[config.mk]
export PLATFORM = sky130hd
export DESIGN_NAME = uart_tx_cfg
export DESIGN_NICKNAME = d
export VERILOG_FILES = /design/src/rtl/uart_pkg.sv /design/src/rtl/uart_sync_fifo.sv /design/src/rtl/uart_tx_cfg.sv
export SDC_FILE = /design/constraint.sdc
export NUM_CORES = 1
export LEC_CHECK = 0
export BUFFER_PORTS_ARGS = -buffer_cell sky130_fd_sc_hd__buf_4
export CORE_ASPECT_RATIO = 1.25
export CORE_MARGIN = 2
export CORE_UTILIZATION = 60
export DETAILED_ROUTE_END_ITERATION = 12
export HOLD_SLACK_MARGIN = 0.15
export PLACE_DENSITY = 0.81
export SLEW_MARGIN = 20
export SYNTH_ARGS = -nofsm -noshare
export SYNTH_HDL_FRONTEND = slang
export SYNTH_HIERARCHICAL = 1
export SYNTH_SLANG_ARGS = --single-unit
[constraint.sdc]
create_clock -name clk -period 5.35 [get_ports clk]
set_input_delay 0.8025 -clock clk [delete_from_list [all_inputs] [get_ports clk]]
set_output_delay 0.8025 -clock clk [all_outputs]
set_load 0.005 [all_outputs]
[src/rtl/uart_pkg.sv]
// Shared definitions for the configurable UART: parity modes, transmitter FSM
// states and clamping helpers for runtime configuration.
package uart_pkg;

  localparam logic [1:0] PAR_NONE = 2'b00;
  localparam logic [1:0] PAR_EVEN = 2'b01;
  localparam logic [1:0] PAR_ODD  = 2'b10;
  localparam logic [1:0] PAR_MARK = 2'b11;

  typedef enum logic [2:0] {
    StIdle,
    StStart,
    StData,
    StParity,
    StStop
  } tx_state_e;

  // Divisors below 2 would leave no room for a bit boundary.
  function automatic logic [31:0] clamp_div(input logic [31:0] div);
    return (div < 32'd2) ? 32'd2 : div;
  endfunction

  function automatic logic [3:0] clamp_len(input logic [3:0] len, input logic [3:0] max_len);
    if (len < 4'd5) return 4'd5;
    if (len > max_len) return max_len;
    return len;
  endfunction

endpackage

[src/rtl/uart_sync_fifo.sv]
// Synchronous FIFO with occupancy level; full/empty come from an extra pointer
// bit so every entry is usable.
module uart_sync_fifo #(
  parameter int unsigned Width = 8,
  parameter int unsigned Depth = 8
) (
  input  logic                   clk,
  input  logic                   rst,
  input  logic                   i_push,
  input  logic [Width-1:0]       i_wdata,
  input  logic                   i_pop,
  output logic [Width-1:0]       o_rdata,
  output logic                   o_full,
  output logic                   o_empty,
  output logic [$clog2(Depth):0] o_level
);

  localparam int unsigned AddrW = $clog2(Depth);

  logic [AddrW:0]   r_wptr;
  logic [AddrW:0]   r_rptr;
  logic [Width-1:0] r_mem [Depth];
  logic             w_do_push;
  logic             w_do_pop;

  assign o_empty   = (r_wptr == r_rptr);
  assign o_full    = (r_wptr[AddrW] != r_rptr[AddrW]) &&
                     (r_wptr[AddrW-1:0] == r_rptr[AddrW-1:0]);
  assign o_level   = r_wptr - r_rptr;
  assign o_rdata   = r_mem[r_rptr[AddrW-1:0]];
  assign w_do_push = i_push && !o_full;
  assign w_do_pop  = i_pop && !o_empty;

  always_ff @(posedge clk) begin
    if (!rst) begin
      r_wptr <= '0;
      r_rptr <= '0;
    end else begin
      if (w_do_push) r_wptr <= r_wptr + 1'b1;
      if (w_do_pop)  r_rptr <= r_rptr + 1'b1;
    end
  end

  always_ff @(posedge clk) begin
    if (w_do_push) r_mem[r_wptr[AddrW-1:0]] <= i_wdata;
  end

endmodule

[src/rtl/uart_tx_cfg.sv]
// UART transmitter with runtime divisor/length/parity/stop configuration,
// latched per frame, fed from a small input FIFO.
module uart_tx_cfg
  import uart_pkg::*;
#(
  parameter int unsigned DATA_W     = 9,
  parameter int unsigned FIFO_DEPTH = 8,
  parameter int unsigned DIV_W      = 16
) (
  input  logic                          clk,
  input  logic                          rst,
  input  logic [DATA_W-1:0]             s_data,
  input  logic                          s_valid,
  output logic                          s_ready,
  input  logic [DIV_W-1:0]              cfg_div,
  input  logic [3:0]                    cfg_len,
  input  logic [1:0]                    cfg_par,
  input  logic                          cfg_stop2,
  output logic                          tx,
  output logic                          busy,
  output logic                          tx_done,
  output logic [$clog2(FIFO_DEPTH):0]   fifo_level
);

  logic              w_full;
  logic              w_empty;
  logic              w_push;
  logic              w_pop;
  logic [DATA_W-1:0] w_head;
  logic              w_bit_end;
  logic              w_frame_end;
  logic              w_par_bit;

  logic              r_alive;
  tx_state_e         r_state;
  logic [DIV_W-1:0]  r_cnt;
  logic [DIV_W-1:0]  r_div;
  logic [3:0]        r_len;
  logic [3:0]        r_bit;
  logic [1:0]        r_par_mode;
  logic              r_stop2;
  logic              r_par;
  logic [DATA_W-1:0] r_shift;
  logic              r_tx;
  logic              r_busy;
  logic              r_tx_done;

  uart_sync_fifo #(
    .Width (DATA_W),
    .Depth (FIFO_DEPTH)
  ) u_fifo (
    .clk     (clk),
    .rst     (rst),
    .i_push  (w_push),
    .i_wdata (s_data),
    .i_pop   (w_pop),
    .o_rdata (w_head),
    .o_full  (w_full),
    .o_empty (w_empty),
    .o_level (fifo_level)
  );

  // r_alive keeps s_ready low while reset is held.
  assign s_ready     = r_alive && !w_full;
  assign w_push      = s_valid && s_ready;
  assign w_bit_end   = (r_cnt == r_div - DIV_W'(1));
  assign w_frame_end = (r_state == StStop) && w_bit_end && (!r_stop2 || r_bit == 4'd1);
  assign w_pop       = !w_empty && ((r_state == StIdle) || w_frame_end);

  always_comb begin
    w_par_bit = 1'b1;
    case (r_par_mode)
      PAR_EVEN: w_par_bit = r_par;
      PAR_ODD:  w_par_bit = ~r_par;
      default:  w_par_bit = 1'b1;
    endcase
  end

  always_ff @(posedge clk) begin
    if (!rst) begin
      r_alive    <= 1'b0;
      r_state    <= StIdle;
      r_cnt      <= '0;
      r_div      <= DIV_W'(2);
      r_len      <= 4'd5;
      r_bit      <= '0;
      r_par_mode <= PAR_NONE;
      r_stop2    <= 1'b0;
      r_par      <= 1'b0;
      r_shift    <= '0;
      r_tx       <= 1'b1;
      r_busy     <= 1'b0;
      r_tx_done  <= 1'b0;
    end else begin
      r_alive   <= 1'b1;
      r_busy    <= (r_state != StIdle) || !w_empty;
      r_tx_done <= w_frame_end;

      // tx follows the state one cycle later so it comes straight off a flop.
      case (r_state)
        StStart:  r_tx <= 1'b0;
        StData:   r_tx <= r_shift[0];
        StParity: r_tx <= w_par_bit;
        default:  r_tx <= 1'b1;
      endcase

      if (w_pop) begin
        r_state    <= StStart;
        r_cnt      <= '0;
        r_bit      <= '0;
        r_par      <= 1'b0;
        r_shift    <= w_head;
        r_div      <= DIV_W'(clamp_div(32'(cfg_div)));
        r_len      <= clamp_len(cfg_len, 4'(DATA_W));
        r_par_mode <= cfg_par;
        r_stop2    <= cfg_stop2;
      end else if (r_state != StIdle) begin
        if (!w_bit_end) begin
          r_cnt <= r_cnt + DIV_W'(1);
        end else begin
          r_cnt <= '0;
          case (r_state)
            StStart: begin
              r_state <= StData;
              r_bit   <= '0;
            end
            StData: begin
              r_shift <= r_shift >> 1;
              r_par   <= r_par ^ r_shift[0];
              if (r_bit == r_len - 4'd1) begin
                r_bit   <= '0;
                r_state <= (r_par_mode != PAR_NONE) ? StParity : StStop;
              end else begin
                r_bit <= r_bit + 4'd1;
              end
            end
            StParity: begin
              r_state <= StStop;
              r_bit   <= '0;
            end
            StStop: begin
              if (w_frame_end) r_state <= StIdle;
              else             r_bit   <= r_bit + 4'd1;
            end
            default: r_state <= StIdle;
          endcase
        end
      end
    end
  end

  assign tx      = r_tx;
  assign busy    = r_busy;
  assign tx_done = r_tx_done;

endmodule

==> flow_summary.ini, run 1 <==
[outcome]
outcome = complete, no violations

[timing]
fmax_mhz = 247
worst_slew_pin_slew_ns = 1.09
relSlewSlack_pct = 26.7
drv_slew = 0
period_minus_slack_ns = 4.04
setup_slack_ns = 1.31
finalClockSkew_ns = 0.00549
finalSetupViolations = 0
setup_tns_ns = 0
hold_violations = 0
fin_crit_sh_pct = 75.5
rsz0062_at_grt = false

[routing]
first_pass_iters = 4
drcViolationCount = 0
wl_per_cell_um = 18.6
drtIter0Drc = 250
vias_per_cell = 6.01
vias = 4580
routed_wl_mm = 14.2
antenna_left = 0

[floorplanning]
die_x_um = 98.6
core-area_um2 = 11000
die_y_um = 122
io_pins = 43
dieArea_um2 = 12100
start_util_pct = 60.9
core.rowCount = 43

[run]
drv_cap = 0

[yosys]
synth_top_family_by_area = simple AND/OR/NAND/NOR gates
ys_seq_elements = 143
synth_simple_gate_area_share_pct = 14.8
synth_area_leader_cell = edfxtp_1
synth-edff-count = 72
synth_adder_area_share_pct = 2.72
muxShareOfSynthArea_pct = 12.1
syn_inst = 569
ys_seq_area_share_pct = 53.4
syn_nets = 618
avgSynthCellArea_um2 = 11.8
ys.flop_type = edfxtp_1
netlist.area_leader.share_pct = 32.2
yosys-top-cells-area = edfxtp_1, dfxtp_1, mux4_2, mux2i_1, nor2_1
synth_xor_area_share_pct = 7.02
synth.distinct_cells = 65
syn_area_um2 = 6720
synthArstFlopShare_pct = 0
synth_compound_area_share_pct = 6.99
ys_warn_count = 6

[clocking]
cts_tree = yes
cts-root-buf = clkbuf_16
post_cts_buffers = 0
cts_resized = 0
cts_buffers = 17
htreeDepth = 4
clock-sinks = 143
hold_buffers = 0
cts_max_path_buffers = 2
path_clk_slew_ns = 0.07
clock_latency_ns = 0.42

[critical_path]
endpoint_kind = flip-flop
startpoint_type = flip-flop
required_ns = 5.66
crit_type = flip-flop to flip-flop
path_max_fanout = 26
arrival_ns = 4.35

[layout]
drive_gt1_share_pct = 19.0
final_util_pct = 70.1
stdcell_count = 762
fin_area_um2 = 7730
diodes = 0
nets = 663
syn_to_final_growth_pct = 15.2

[global_routing]
first_global_vias = 4688
grt_antenna_before_repair = 0
overflow = 0
grt_pass1_wl_mm = 22.6
grt_start_max_net_pins = 28
grt.total_usage_pct = 24.6

[power]
leakage_nw = 2.79
ir_worst_vdd_mv = 0.279
powerDensity_nw_per_um2 = 366

[placed_design]
dpl-instance-area_um2 = 7150
place_congestion = 0.953
io_buffers = 42
post-place-ws_ns = 1.41
dp.cells = 730
hpwlAfterDp_mm = 9.60

[hold_path]
hp-class = flip-flop to flip-flop
-- kinds of logic after synthesis --
logic type               Yosys count
buffers and inverters             41
AND/OR/NAND/NOR                  192
AO/OA/AOI/OAI                     72
flip-flops                       143
multiplexers                      54
XOR/XNOR                          53
adder cells (fa/ha/maj)           14
-- power breakdown --
part           internal, mW  switching, mW
combinational         0.183          0.235
sequential             1.20         0.0539
clock                 0.629          0.529
-- flip-flops by register name (all words and copies together) (netlist names), named ones only --
register	count
u_fifo/r_mem	72
r_alive	1
r_state	3
tx	1
r_div	16
r_bit	4
r_cnt	16
r_par_mode	2
r_len	4
tx_done	1
busy	1
r_stop2	1
u_fifo/r_rptr	4
u_fifo/r_wptr	4
r_shift	9
r_par	1
-- cell usage after synthesis (all sizes together), types with 4 or more instances --
library cell	count
xor2	25
nor3	17
a211oi	5
and3	7
ha	13
nor4	6
buf	9
nand3	18
and2	9
mux4	18
nand4	8
a22oi	4
a21oi	22
mux2	9
o211ai	4
nand2	27
nor2	66
dfxtp	71
mux2i	27
clkbuf	13
xnor2	28
nand2b	4
inv	18
nor2b	6
or3	5
edfxtp	72
o21ai	20
-- critical path, stage by stage (launching register included) --
cell      delay [ns]
dfxtp_1         0.35
inv_1           0.08
ha_1            0.21
nor4b_2         0.62
nand2_1         0.12
or4b_2          0.69
nand3_1         0.19
nand4b_1        0.15
a21o_1          0.20
buf_4           0.21
inv_2           0.49
o21ai_1         0.26
xnor2_1         0.19
and2_1          0.17
-- stage by stage --
step / hold WS, ns / total power [mW]
floorplan: 0.457 / 1.58
detailed placement: 0.487 / 1.69
global route: 0.518 / 2.94
CTS: 0.508 / 2.84
finish: 0.509 / 2.83
global placement: 0.482 / 1.67
-- final timing paths --
check	start	endpoint	slack, ns	cells after the start
hold / removal	r_shift[8]	r_shift[8]	0.51	2
setup reg to reg	r_div[0]	flip-flop	1.31	13
setup / recovery	r_div[0]	flip-flop	1.31	13
hold reg to reg	r_shift[8]	r_shift[8]	0.51	2
-- final cells by class --
| type | instances | area, um2 |
|---|---|---|
| well taps | 135 | 169 |
| repair buffers | 48 | 360 |
| fillers | 751 | 3290 |
| flip-flops and latches | 143 | 3580 |
| multi-input cells | 385 | 2960 |
| clock buffers | 17 | 425 |
| clock inverters | 15 | 164 |
| inverters | 19 | 71.3 |
-- layout by cell type (no fill, tap or decap), drive strengths merged, types with 3 or more instances in the layout --
master / synthesis / layout
and3: 7 / 7
and2: 9 / 9
nor2b: 6 / 6
inv: 18 / 29
nor4b: 3 / 3
dfxtp: 71 / 71
clkbuf: 13 / 17
nor3: 17 / 17
xor2: 25 / 25
nand4: 8 / 8
o21ai: 20 / 20
nand2: 27 / 27
or3: 5 / 5
mux4: 18 / 18
a211oi: 5 / 5
a22oi: 4 / 4
xnor2: 28 / 28
mux2: 9 / 9
ha: 13 / 13
clkinv: 1 / 3
nor2: 66 / 66
o211ai: 4 / 4
a21o: 3 / 3
nand3b: 3 / 3
nand4b: 3 / 3
buf: 9 / 48
edfxtp: 72 / 72
or4b: 3 / 3
nor4: 6 / 6
mux2i: 27 / 27
nand2b: 4 / 4
a21oi: 22 / 22
nand3: 18 / 18
-- metal layers --
metal / GRT usage (%) / part of all wire (%) / vias to the layer above / routed length, um
met3: 5.18 / 4.3 / 37 / 613
met1: 27.0 / 38 / 2238 / 5450
li1: - / - / 2178 / -
met4: 11.3 / 3.0 / 0 / 420
met5: 0 / 0 / - / 0
met2: 45.4 / 54 / 127 / 7690
Note: power is estimated with default switching activity, not from simulation.
==> run 2, diff against run 1 <==
==> constraint.sdc (replaced) <==
create_clock -name clk -period 4 [get_ports clk]
set_input_delay 0.6 -clock clk [delete_from_list [all_inputs] [get_ports clk]]
set_output_delay 0.6 -clock clk [all_outputs]
set_load 0.005 [all_outputs]
==> flow_summary.ini, run 2 (same netlist as run 1, synthesis figures left out) <==
[layout]
fillerInstances = 721
diodes = 0
largest_register_ffs = 72
syn_to_final_growth_pct = 15.6
final_common_cell = edfxtp_1
final_cell_mix = edfxtp_1, dfxtp_1, nor2_1
nets = 670
drive_gt1_share_pct = 19.2

[clocking]
cts_tree = yes
post_cts_buffers = 0
cts_buffers = 17
hold_buffers = 0
clock-sinks = 143
htreeDepth = 4
clock_latency_ns = 0.42
cts-root-buf = clkbuf_16
cts_resized = 0
cts_max_path_buffers = 2
path_clk_slew_ns = 0.06

[critical_path]
path_delay_family = simple AND/OR/NAND/NOR gates
startpoint_type = flip-flop
path_max_fanout = 17
arrival_ns = 3.79
crit_type = flip-flop to flip-flop
required_ns = 4.28
path_cells = or4_1 > or3_1 > a2111o_1 > a221oi_2 > nand4b_1 > a21o_1 > inv_2 > buf_4 > mux2i_1 > nor2_1
endpoint_kind = flip-flop
slowest_stage = or4_1
max_stage_delay_ns = 0.61
cp_num_buf_inv = 2

[global_routing]
grt_antenna_before_repair = 0
grt_start_max_net_pins = 28
overflow = 0
grt.total_usage_pct = 25.9
first_global_vias = 4704
grt_pass1_wl_mm = 23.9

[routing]
wl_per_cell_um = 19.1
vias_per_cell = 6.12
vias = 4705
drcViolationCount = 0
antenna_left = 0
routed_wl_mm = 14.7
first_pass_iters = 7
drtIter0Drc = 242

[hold_path]
hp-class = input pin to flip-flop

[floorplanning]
dieArea_um2 = 12100
die_y_um = 122
io_pins = 43
core-area_um2 = 11000
core.rowCount = 43
die_x_um = 98.6
start_util_pct = 60.9

[power]
powerDensity_nw_per_um2 = 489
ir_worst_vdd_mv = 0.454
leakage_nw = 2.82

[timing]
drv_slew = 0
finalSetupViolations = 0
rsz0062_at_grt = false
relSlewSlack_pct = 34.5
worst_slew_pin_slew_ns = 0.981
finalClockSkew_ns = 0.00706
setup_tns_ns = 0
fmax_mhz = 285
period_minus_slack_ns = 3.51
setup_slack_ns = 0.490
fin_crit_sh_pct = 87.7
hold_violations = 0

[placed_design]
place_congestion = 0.903
hpwlAfterDp_mm = 9.76
post-place-ws_ns = 0.571
io_buffers = 42

[outcome]
outcome = complete, no violations

[run]
drv_cap = 0
-- run 2: area by class of cell --
cell class | instances | area, um2 | share of cell area, %
timing repair buffer | 55 | 413 | 5.32
tap | 135 | 169 | 2.18
multi-input combinational | 385 | 2950 | 37.9
inverter | 19 | 71.3 | 0.918
clock buffer | 21 | 453 | 5.83
clock inverter | 11 | 129 | 1.66
sequential | 143 | 3580 | 46.1
-- run 2: per-stage QoR --
step	hold slack, ns	util (%)	cells	cell area, um2	power (mW)
2_1_floorplan	0.457	-	569	6720	2.11
3_3_place_gp	0.479	65.1	737	7180	2.24
3_5_place_dp	0.484	65.1	737	7180	2.27
4_1_cts	0.401	70.4	769	7760	3.81
5_1_grt	0.407	70.4	769	7760	3.94
6_report	0.408	70.4	769	7760	3.80
-- run 2: layer usage --
metal | part of all wire, % | track usage (%) | vias up
li1 | - | - | 2189
met3 | 4.3 | 5.24 | 39
met4 | 2.5 | 9.85 | 0
met5 | 0 | 0 | -
met1 | 38 | 28.7 | 2339
met2 | 55 | 48.6 | 138
-- run 2: worst register-to-register path, stage by stage, from the launching register on --
cell and delay, ns:
dfxtp_1 0.38, or4_1 0.61, or3_1 0.38, a2111o_1 0.46
a221oi_2 0.31, nand4b_1 0.17, a21o_1 0.23, inv_2 0.18
buf_4 0.33, mux2i_1 0.27, nor2_1 0.06
-- run 2: path summary, 6_finish.rpt --
kind | cells after the start | end | start | slack, ns
max | 10 | r_div[11] | r_div[9] | 0.49
min | 1 | u_fifo/r_mem[4][5] | s_data[5] | 0.41
max reg2reg | 10 | r_div[11] | r_div[9] | 0.49
min reg2reg | 2 | r_shift[8] | r_shift[8] | 0.50
-- run 2: power by group --
part / switching [mW] / leakage [nW] / total [mW] / internal (mW)
sequential: 0.0792 / 1.23 / 1.68 / 1.61
clock: 0.603 / 0.285 / 1.55 / 0.945
combinational: 0.317 / 1.31 / 0.568 / 0.251
total: 0.999 / 2.82 / 3.80 / 2.80
==> run 3, diff against run 2 <==
--- a/config.mk
+++ b/config.mk
@@ -5,6 +5,7 @@
 export SDC_FILE = /design/constraint.sdc
 export NUM_CORES = 1
 export LEC_CHECK = 0
+export ABC_AREA = 1
 export BUFFER_PORTS_ARGS = -buffer_cell sky130_fd_sc_hd__buf_4
 export CORE_ASPECT_RATIO = 1.25
 export CORE_MARGIN = 2
==> flow_summary.ini, run 3 <==
[power]
powerDensity_nw_per_um2 = 604
ir_worst_vdd_mv = 0.493
leakage_nw = 3.53

[critical_path]
startpoint_type = flip-flop
r2r-start = u_fifo/r_wptr[0]
path_delay_family = simple AND/OR/NAND/NOR gates
endpoint_kind = flip-flop
reg2regPathDepth = 11
arrival_ns = 3.00
cp_num_buf_inv = 4
max_stage_delay_ns = 0.66
reg2reg_to = u_fifo/r_mem[0][6]
rrSetupSlack_ns = 1.04
path_cells = inv_1 > ha_1 > inv_1 > nor2_4 > nand2_4 > inv_1 > nor3b_1 > nand2_4 > clkinv_2 > nand2_4 > nor2_1
slowest_stage = nor2_1
required_ns = 4.05
path_max_fanout = 9
crit_type = flip-flop to flip-flop

[yosys]
ys_seq_elements = 143
synth_top_family_by_area = simple AND/OR/NAND/NOR gates
yosysMostFrequentCell = nand2_1
netlist.area_leader.share_pct = 29.2
ys.flop_type = edfxtp_1
synth-edff-count = 72
syn_inst = 919
synth_area_leader_cell = edfxtp_1
yosys-top-cells-area = edfxtp_1, dfxtp_1, nand2_1, nor2_1, o21ai_0
synthArstFlopShare_pct = 0
synth_xor_area_share_pct = 3.67
synth_compound_area_share_pct = 8.73
ys_seq_area_share_pct = 48.4
syn_area_um2 = 7410
synth_adder_area_share_pct = 2.47
ys_warn_count = 6
ys_top_cells_by_count = nand2_1, nor2_1, inv_1
syn_nets = 968
avgSynthCellArea_um2 = 8.06
synth_simple_gate_area_share_pct = 29.4
muxShareOfSynthArea_pct = 0
synth.distinct_cells = 45

[timing]
finalSetupViolations = 0
fin_crit_sh_pct = 73.9
finalClockSkew_ns = 0.00658
rsz0062_at_grt = false
fmax_mhz = 338
period_minus_slack_ns = 2.96
drv_slew = 0
hold_violations = 0
worst_slew_pin_slew_ns = 0.863
relSlewSlack_pct = 42.2
setup_tns_ns = 0

[routing]
routed_wl_mm = 15.6
wl_per_cell_um = 13.8
antenna_left = 0
drcViolationCount = 0
first_pass_iters = 7
vias_per_cell = 5.32
vias = 6032
drtIter0Drc = 304

[layout]
largest_register_ffs = 72
syn_to_final_growth_pct = 12.4
nets = 1005
fillerInstances = 972
final_common_cell = nand2_1
final_util_pct = 68.7
multi_input_area_um2 = 3280
final_cell_mix = nand2_1, nor2_1, inv_1
seq_area_um2 = 3580
diodes = 0
drive_gt1_share_pct = 12.3

[global_routing]
overflow = 0
grt_pass1_wl_mm = 25.7
first_global_vias = 5596
grt.total_usage_pct = 25.3
grt_start_max_net_pins = 41
grt_antenna_before_repair = 0

[hold_path]
min_to = u_fifo/r_mem[2][2]
hp-start = s_data[2]
whs_path_depth = 1
hp-class = input pin to flip-flop

[placed_design]
place_congestion = 0.879
hpwlAfterDp_mm = 10.8
io_buffers = 42

[clocking]
cts_tree = yes
clock-sinks = 143
htreeDepth = 4
cts_buffers = 17
hold_buffers = 0
clock_latency_ns = 0.42
cts_resized = 0
path_clk_slew_ns = 0.06
cts-root-buf = clkbuf_16
post_cts_buffers = 0
cts_max_path_buffers = 2

[floorplanning]
start_util_pct = 61.2
die_y_um = 128
die_x_um = 103
core.rowCount = 45
dieArea_um2 = 13300
core-area_um2 = 12100
io_pins = 43

[run]
drv_cap = 0

[outcome]
outcome = complete, no violations
## run 3: logic make-up (layout without fill, tap and decap cells)
family	after synthesis	in the layout
and+or+nand+nor	486	486
DFF	143	143
AOI/OAI and AO/OA	123	123
buffers and inverters	122	172
xor gates and xnor gates	31	31
adders and majority gates	14	14
## run 3: area by class of cell
cell class | instances | share of cell area (%)
multi-input cells | 654 | 39.4
inverters | 94 | 4.29
flip-flops and latches | 143 | 43.1
repair buffers | 46 | 4.15
clock buffers | 19 | 5.20
well taps | 164 | 2.47
clock inverters | 13 | 1.46
## run 3: power breakdown
part / internal, mW / total (mW) / switching, mW
registers: 1.69 / 1.85 / 0.164
clock network: 0.906 / 1.49 / 0.587
logic: 0.575 / 1.68 / 1.10
## run 3: per-layer routing
layer	share of wire (%)	GRT usage, %
met5	0	0
met4	2.4	11.0
met3	4.3	6.22
met2	52	43.5
met1	41	29.5
## run 3: worst register-to-register path, stage by stage, from the launching register on
cell and delay [ns]:
dfxtp_1 0.38, inv_1 0.15, ha_1 0.32, inv_1 0.11, nor2_4 0.06, nand2_4 0.08, inv_1 0.05, nor3b_1 0.45
nand2_4 0.15, clkinv_2 0.11, nand2_4 0.06, nor2_1 0.66
## run 3: how the worst max path moves through the flow
stage / end / startpoint / cells after the start
floorplan: u_fifo/r_mem[5][0] / u_fifo/r_wptr[0] / 9
global placement: u_fifo/r_mem[2][3] / u_fifo/r_wptr[0] / 11
detailed placement: u_fifo/r_mem[2][6] / u_fifo/r_wptr[0] / 11
CTS: u_fifo/r_mem[2][0] / u_fifo/r_wptr[0] / 11
global route: r_cnt[13] / r_div[0] / 18
finish: u_fifo/r_mem[0][6] / u_fifo/r_wptr[0] / 11
## run 3: through the flow
step           setup slack (ns)  hold slack (ns)  power, mW  cell area (um2)  cells
2_1_floorplan              1.28            0.430       3.21             7410    919
3_3_place_gp               1.10            0.451       3.51             7770   1101
3_5_place_dp               1.03            0.455       3.54             7770   1101
4_1_cts                    1.04            0.392       5.04             8320   1133
5_1_grt                   0.745            0.400       5.36             8320   1133
6_report                   1.04            0.409       5.02             8320   1133
